**config.mk**
```make
export PLATFORM = sky130hd
export DESIGN_NAME = vend_payout
export DESIGN_NICKNAME = d
export VERILOG_FILES = /design/src/rtl/vend_payout.sv
export SDC_FILE = /design/constraint.sdc
export NUM_CORES = 1
export LEC_CHECK = 0
export CORE_MARGIN = 4
export CORE_UTILIZATION = 45
export DETAILED_ROUTE_END_ITERATION = 8
export PLACE_DENSITY_LB_ADDON = 0.2
export REMOVE_ABC_BUFFERS = 1
export SLEW_MARGIN = 20
export SYNTH_ARGS = -nofsm -noshare
export SYNTH_HDL_FRONTEND = slang
export SYNTH_SLANG_ARGS = --single-unit
```
**constraint.sdc**
```tcl
create_clock -name clock -period 3.9 [get_ports clock]
set_clock_uncertainty 0.1 [all_clocks]
set_input_delay 0.39 -clock clock [delete_from_list [all_inputs] [get_ports clock]]
set_output_delay 0.39 -clock clock [all_outputs]
set_load 0.01 [all_outputs]
```
**src/rtl/vend_payout.sv**
```systemverilog
// Actuator controller behind the vending FSM: runs the product motor and the
// coin hopper as timed jobs, confirms them through sensors, reports done/busy/fault.
module vend_payout #(
  parameter int MOTOR_CYCLES = 16,
  parameter int VEND_TIMEOUT = 64,
  parameter int HOPPER_ON    = 4,
  parameter int HOPPER_OFF   = 4,
  parameter int RET_COINS    = 1
) (
  input  logic clock,
  input  logic reset,
  input  logic dispense,
  input  logic ret,
  input  logic vend_sense,
  input  logic coin_sense,
  output logic motor,
  output logic hopper,
  output logic busy,
  output logic done,
  output logic fault
);

  localparam int M01  = (MOTOR_CYCLES > VEND_TIMEOUT) ? MOTOR_CYCLES : VEND_TIMEOUT;
  localparam int M23  = (HOPPER_ON > HOPPER_OFF) ? HOPPER_ON : HOPPER_OFF;
  localparam int MAXP = (M01 > M23) ? M01 : M23;
  localparam int CW   = $clog2(MAXP + 1);
  localparam int NW   = $clog2(RET_COINS + 1);

  localparam logic [CW-1:0] MOT_LAST  = CW'(MOTOR_CYCLES - 1);
  localparam logic [CW-1:0] TO_LAST   = CW'(VEND_TIMEOUT - 1);
  localparam logic [CW-1:0] HON_LAST  = CW'(HOPPER_ON - 1);
  localparam logic [CW-1:0] HOFF_LAST = CW'(HOPPER_OFF - 1);
  localparam logic [NW-1:0] COIN_LAST = NW'(RET_COINS - 1);

  typedef enum logic [2:0] {
    IDLE, VEND_RUN, VEND_WAIT, PAY_ON, PAY_OFF, FAULT
  } state_e;

  state_e        state_q, state_d;
  logic [CW-1:0] cnt_q, cnt_d;
  logic [NW-1:0] coins_q, coins_d;
  logic          vseen_q, vseen_d;
  logic          cseen_q, cseen_d;
  logic          dpend_q, dpend_d;
  logic          rpend_q, rpend_d;
  logic          done_d, finish;
  logic          motor_q, hopper_q, busy_q, done_q, fault_q;

  always_comb begin
    state_d = state_q;
    cnt_d   = cnt_q + 1'b1;
    coins_d = coins_q;
    vseen_d = vseen_q;
    cseen_d = cseen_q;
    dpend_d = dpend_q;
    rpend_d = rpend_q;
    done_d  = 1'b0;
    finish  = 1'b0;

    // One-deep request capture while a job runs; duplicates collapse.
    if (state_q != IDLE && state_q != FAULT) begin
      if (dispense) dpend_d = 1'b1;
      if (ret)      rpend_d = 1'b1;
    end

    unique case (state_q)
      IDLE: begin
        cnt_d = '0;
        if (dispense) begin
          state_d = VEND_RUN;
          vseen_d = 1'b0;
          rpend_d = ret;
        end else if (ret) begin
          state_d = PAY_ON;
          coins_d = '0;
          cseen_d = 1'b0;
        end
      end
      VEND_RUN: begin
        vseen_d = vseen_q | vend_sense;
        if (cnt_q == MOT_LAST) begin
          if (vseen_d) finish = 1'b1;
          else begin
            state_d = VEND_WAIT;
            cnt_d   = '0;
          end
        end
      end
      VEND_WAIT: begin
        if (vend_sense) finish = 1'b1;
        else if (cnt_q == TO_LAST) state_d = FAULT;
      end
      PAY_ON: begin
        cseen_d = cseen_q | coin_sense;
        if (cnt_q == HON_LAST) begin
          state_d = PAY_OFF;
          cnt_d   = '0;
        end
      end
      PAY_OFF: begin
        cseen_d = cseen_q | coin_sense;
        if (cnt_q == HOFF_LAST) begin
          if (!cseen_d) state_d = FAULT;
          else if (coins_q == COIN_LAST) finish = 1'b1;
          else begin
            coins_d = coins_q + 1'b1;
            cseen_d = 1'b0;
            state_d = PAY_ON;
            cnt_d   = '0;
          end
        end
      end
      FAULT: cnt_d = cnt_q;
      default: state_d = FAULT;
    endcase

    if (state_d == FAULT) begin
      cnt_d   = '0;
      dpend_d = 1'b0;
      rpend_d = 1'b0;
    end

    // Completion chains straight into the next pending job, vend first.
    if (finish) begin
      done_d = 1'b1;
      cnt_d  = '0;
      if (dpend_d) begin
        state_d = VEND_RUN;
        dpend_d = 1'b0;
        vseen_d = 1'b0;
      end else if (rpend_d) begin
        state_d = PAY_ON;
        rpend_d = 1'b0;
        coins_d = '0;
        cseen_d = 1'b0;
      end else begin
        state_d = IDLE;
      end
    end
  end

  always_ff @(posedge clock) begin
    if (reset) begin
      state_q  <= IDLE;
      cnt_q    <= '0;
      coins_q  <= '0;
      vseen_q  <= 1'b0;
      cseen_q  <= 1'b0;
      dpend_q  <= 1'b0;
      rpend_q  <= 1'b0;
      motor_q  <= 1'b0;
      hopper_q <= 1'b0;
      busy_q   <= 1'b0;
      done_q   <= 1'b0;
      fault_q  <= 1'b0;
    end else begin
      state_q  <= state_d;
      cnt_q    <= cnt_d;
      coins_q  <= coins_d;
      vseen_q  <= vseen_d;
      cseen_q  <= cseen_d;
      dpend_q  <= dpend_d;
      rpend_q  <= rpend_d;
      // Outputs trail the state by one cycle; done lines up with the last drive cycle.
      motor_q  <= (state_q == VEND_RUN);
      hopper_q <= (state_q == PAY_ON);
      busy_q   <= (state_q != IDLE);
      fault_q  <= (state_q == FAULT);
      done_q   <= done_d;
    end
  end

  assign motor  = motor_q;
  assign hopper = hopper_q;
  assign busy   = busy_q;
  assign done   = done_q;
  assign fault  = fault_q;

endmodule

```
==> Word-level counts from Yosys, hierarchy flattened <==
Cells that the tools add are included.
{ "totals": {"regBits": 20, "inputBits": 6, "out_inout_bits": 5, "elab_cells": 90} }
{ "classes": {"addsub": 2, "eq_ne": 10, "mux": 59, "bitwise_logic": 2, "reduce_logical": 5} }
{ "op_table": {"columns": ["operator", "count"], "rows": [
  ["$mux 7", 6],
  ["$pmux 7 s5", 1],
  ["$mux 1", 34],
  ["$mux 3", 11],
  ["$pmux 3 s6", 1],
  ["$eq 3x3->1 const B", 3],
  ["$add 7x1->7 const B", 1],
  ["$eq 7x2->1 const B", 1],
  ["$eq 7x4->1 const B", 1],
  ["$eq 7x6->1 const B", 1],
  ["$eq 3x2->1 const B", 2],
  ["$pmux 1 s3", 2],
  ["$mux 2", 2],
  ["$pmux 1 s2", 2],
  ["$eq 3x1->1 const B", 1],
  ["$logic_not 3->1", 1],
  ["$ne 3x3->1 const B", 1],
  ["$reduce_bool 3->1", 1],
  ["$reduce_or 3->1", 1],
  ["$or 1x1->1", 2],
  ["$reduce_or 2->1", 1],
  ["$add 1x1->1 const B", 1],
  ["$logic_and 1x1->1", 1]
]} }

==> Logic depth before layout (Yosys ltp) <==
{ "logic_depth": {"ltp_word": 9, "mapped_depth": 9, "depth_no_buf": 6} }

==> Worst setup path before layout <==
Ideal clock, no wire load.
{ "synth_timing": {"path_type": "register to register", "startpoint": "reg cnt_q[0]", "endpoint": "reg state_q[1]", "setup_ns": 0.132, "arrival_ns": 1.927, "t_required_ns": 3.668, "path_slack_ns": 1.741, "path_stages_with_launch": 10, "path_buffers": 3, "synth_period_minus_slack_ns": 2.159, "path_cell_list": "dfxtp_1 > ha_1 > or4b_1 > buf_6 > nor4_1 > or3_1 > buf_2 > nand2b_1 > buf_4 > o32ai_1"} }
{ "synth_via": {"elab_chain_len": 9, "elab_cells_between_ends": 18, "cone_classes": "4 x eq/ne; 14 x mux"} }
{ "synth_lines": {"columns": ["item", "line", "text"], "rows": [
  ["start, declared", "40", "logic [CW-1:0] cnt_q, cnt_d;"],
  ["start signal, assigned", "158", "cnt_q <= cnt_d;"],
  ["$eq 7x6->1", "91", "else if (cnt_q == TO_LAST) state_d = FAULT;"],
  ["$mux 3", "91", null],
  ["$mux 3", "90", "if (vend_sense) finish = 1'b1;"],
  ["$pmux 3 s6", "66", "unique case (state_q)"],
  ["$eq 3x3->1", "117", "if (state_d == FAULT) begin"],
  ["$mux 1", "117", null],
  ["$mux 2", "131", "end else if (rpend_d) begin"],
  ["$mux 2", "127", "if (dpend_d) begin"],
  ["$mux 3 *", "124", "if (finish) begin"],
  ["end signal, assigned", "157", "state_q <= state_d;"],
  ["end, declared", "39", "state_e state_q, state_d;"]
]} }
Mark *: on every way between the ends. The rest lies on a longest branch, timed or not.
A chain may end at the register's enable or synchronous reset.

==> Worst setup path after layout <==
Same ends and word-level chain as after synthesis.

==> flow_summary.yaml <==
run_status:
  status: "finished, final reports clean"
setup_path:
  path_cells: "ha_1 > or4b_1 > nor4_1 > or3_1 > nand2b_1 > o32ai_1"
  cp_top_family: "simple AND/OR/NAND/NOR gates"
  crit_slowest_cell: "or4b_1"
  cp.required_ns: 3.98
  slowest_delay_ns: 0.61
  crit_path_start_kind: "register"
  arrival_ns: 2.62
  path_max_fanout: 10
  path_depth: 6
  critical_path_buf_inv_count: 0
  worst-setup-path-type: "register to register"
  reg2reg_depth: 6
  cp-end-kind: "register"
finish:
  nNetsFinal: 153
  fin_cells: 175
  antennaDiodeCount: 0
  area_growth_pct: 13.0
  drive_gt1_share_pct: 7.59
timing:
  hold_violations: 0
  fmax_mhz: 394
  fin_crit_ns: 2.54
  rsz0062_at_grt: "false"
  relSlewSlack_pct: 59.8
  worst_pin_slew_ns: 0.594
  tns_ns: 0
  min_period_over_period_pct: 65.0
  final_max_slew_viol_count: 0
  finalWorstSetupSlack_ns: 1.36
  hold_slack_ns: 0.398
  setup_viol: 0
placed_design:
  place.port_buffers: 10
  gp_congestion: 0.887
  dpl_worst_slack_ns: 1.37
  hpwl_mm: 1.92
  place_inst: 171
yosys:
  synth.distinct_cells: 48
  seq_area_frac_synth_pct: 34.3
  synth_area_um2: 1170
  synth_cells: 138
  avgSynthCellArea_um2: 8.46
  yosysTopAreaCellShare_pct: 34.3
  synth_common_cells: "20 x dfxtp_1, 17 x nor2_1, 12 x nand2_1"
  ys_warn_count: 0
  synth_edf_count: 0
  yosysTopAreaCell: "dfxtp_1"
  synthArstFlopShare_pct: 0
  yosysMostFrequentCell: "dfxtp_1"
  yosys_register_bits: 20
  netlist_top_cells_area: "dfxtp_1 34%, nor2_1 5.5%, nor4_1 4.3%, nand2_1 3.9%, xor2_1 3.0%"
  synth_top_flop_cell: "dfxtp_1"
die:
  ioPinCount: 11
  start_util_pct: 47.1
  fp.dieH_um: 58.9
  die_area_um2: 3470
  rows: 18
  die_w_um: 58.9
  fp.coreArea_um2: 2480
route:
  dr.pass1.iters: 4
  avgRoutedWirePerCell_um: 14.7
  drc: 0
  antenna_left: 0
  drt_iter0_markers: 34
  vias: 1075
  routed_wl_mm: 2.58
  viasPerCell: 6.14
global_routing:
  met3_usage_pct: 4.61
  grtUsageTotal_pct: 16.6
  grtUsageMet1_pct: 23.3
  busiest_layer: "met2"
  grt.met2_usage_pct: 25.1
  grt_overflow: 0
  first_global_vias: 962
  grt_max_degree: 16
  antenna_found_initial: 0
  grt_pass1_wl_mm: 4.44
cts:
  cts.path.max_buffers: 2
  cts_tree: "done"
  cts.root.buffer_cell: "clkbuf_4"
  ctsHoldBuffers: 0
  post-cts-setup-buffers: 0
  numCtsBuffers: 3
  clock_sinks: 20
  clock_latency_ns: 0.31
  ctsResizeCount: 0
  htreeDepth: 1
  cts.clk_slew.worst_paths_ns: 0.11
pwr:
  power.leakage_nw: 0.450
  ir_drop_v: 0.000404
  p_per_area_nw_per_um2: 442
hold_path:
  holdPathStages: 2
  hold_class: "register to register"
run:
  maxCapViolCount: 0
stage by stage:
| step | power, mW | utilization (%) | instance area [um2] |
|---|---|---|---|
| after floorplan | 0.365 | - | 1130 |
| after global routing | 0.622 | 53.2 | 1320 |
| after CTS | 0.589 | 53.2 | 1320 |
| final | 0.583 | 53.2 | 1320 |
| after detailed placement | 0.414 | 51.1 | 1270 |
| after global placement | 0.413 | 51.1 | 1270 |
cell type report:
class | count | area, um2
inverter | 2 | 7.51
clock inverter | 1 | 30.0
clock buffer | 3 | 22.5
tap | 30 | 37.5
fill | 244 | 1160
sequential | 20 | 400
timing repair buffer | 10 | 100
multi-input combinational | 109 | 721
sequential cells by signal (all words and copies together), names as in the netlist:
| register | count |
|---|---|
| cnt_q | 7 |
| cseen_q | 1 |
| vseen_q | 1 |
| coins_q | 1 |
| dpend_q | 1 |
| busy | 1 |
| rpend_q | 1 |
| fault | 1 |
| hopper | 1 |
| motor | 1 |
| done | 1 |
| state_q | 3 |
power by group:
group / internal (mW) / switching [mW] / total [mW]
sequential: 0.225 / 0.0279 / 0.253
combinational: 0.0702 / 0.0880 / 0.158
clock: 0.104 / 0.0677 / 0.172
layout by cell type (no fill, tap or decap), types with 2 or more instances in the layout:
cell	instances
dfxtp_1	20
nor2_1	17
nand2_1	12
clkdlybuf4s50_1	10
nor4_1	8
o21ai_0	6
a21oi_1	5
xor2_1	4
nand3_1	4
nand3b_1	3
xnor2_1	3
nor2b_1	3
nor3_1	3
o211ai_1	3
nand2b_1	3
clkbuf_4	3
or2_2	2
nor4b_1	2
nand4b_1	2
o21bai_1	2
or3_1	2
inv_1	2
o22ai_1	2
a211oi_1	2
worst register-to-register path, delay by kind of cell (launching register included):
| kind | cells | cell delay [ns] |
|---|---|---|
| compound gates | 1 | 0.14 |
| fa+ha+maj | 1 | 0.24 |
| flops | 1 | 0.38 |
| simple gates | 4 | 1.55 |
worst paths after layout:
path / to / slack, ns / start
worst max-delay path: state_q[1] / 1.36 / cnt_q[0]
worst max register to register: state_q[1] / 1.36 / cnt_q[0]
worst min register to register: cnt_q[1] / 0.40 / cnt_q[1]
worst min-delay path: cnt_q[1] / 0.40 / cnt_q[1]
layer usage:
metal,part of all wire (%),up-vias
met5,0,-
met2,44,40
li1,-,532
met4,1.2,0
met1,48,499
met3,6.5,4
logic make-up (layout without fill, tap and decap cells):
kind of cell	count (synthesis)	in the layout	share of synthesized area [%]
mux	1	1	0.857
flops	20	20	34.3
compound gates	30	30	20.2
xor+xnor	7	7	5.25
fa+ha+maj	1	1	1.07
simple gates	70	70	34.4
buf+inv	9	16	3.97
(Power assumes the default switching activity.)
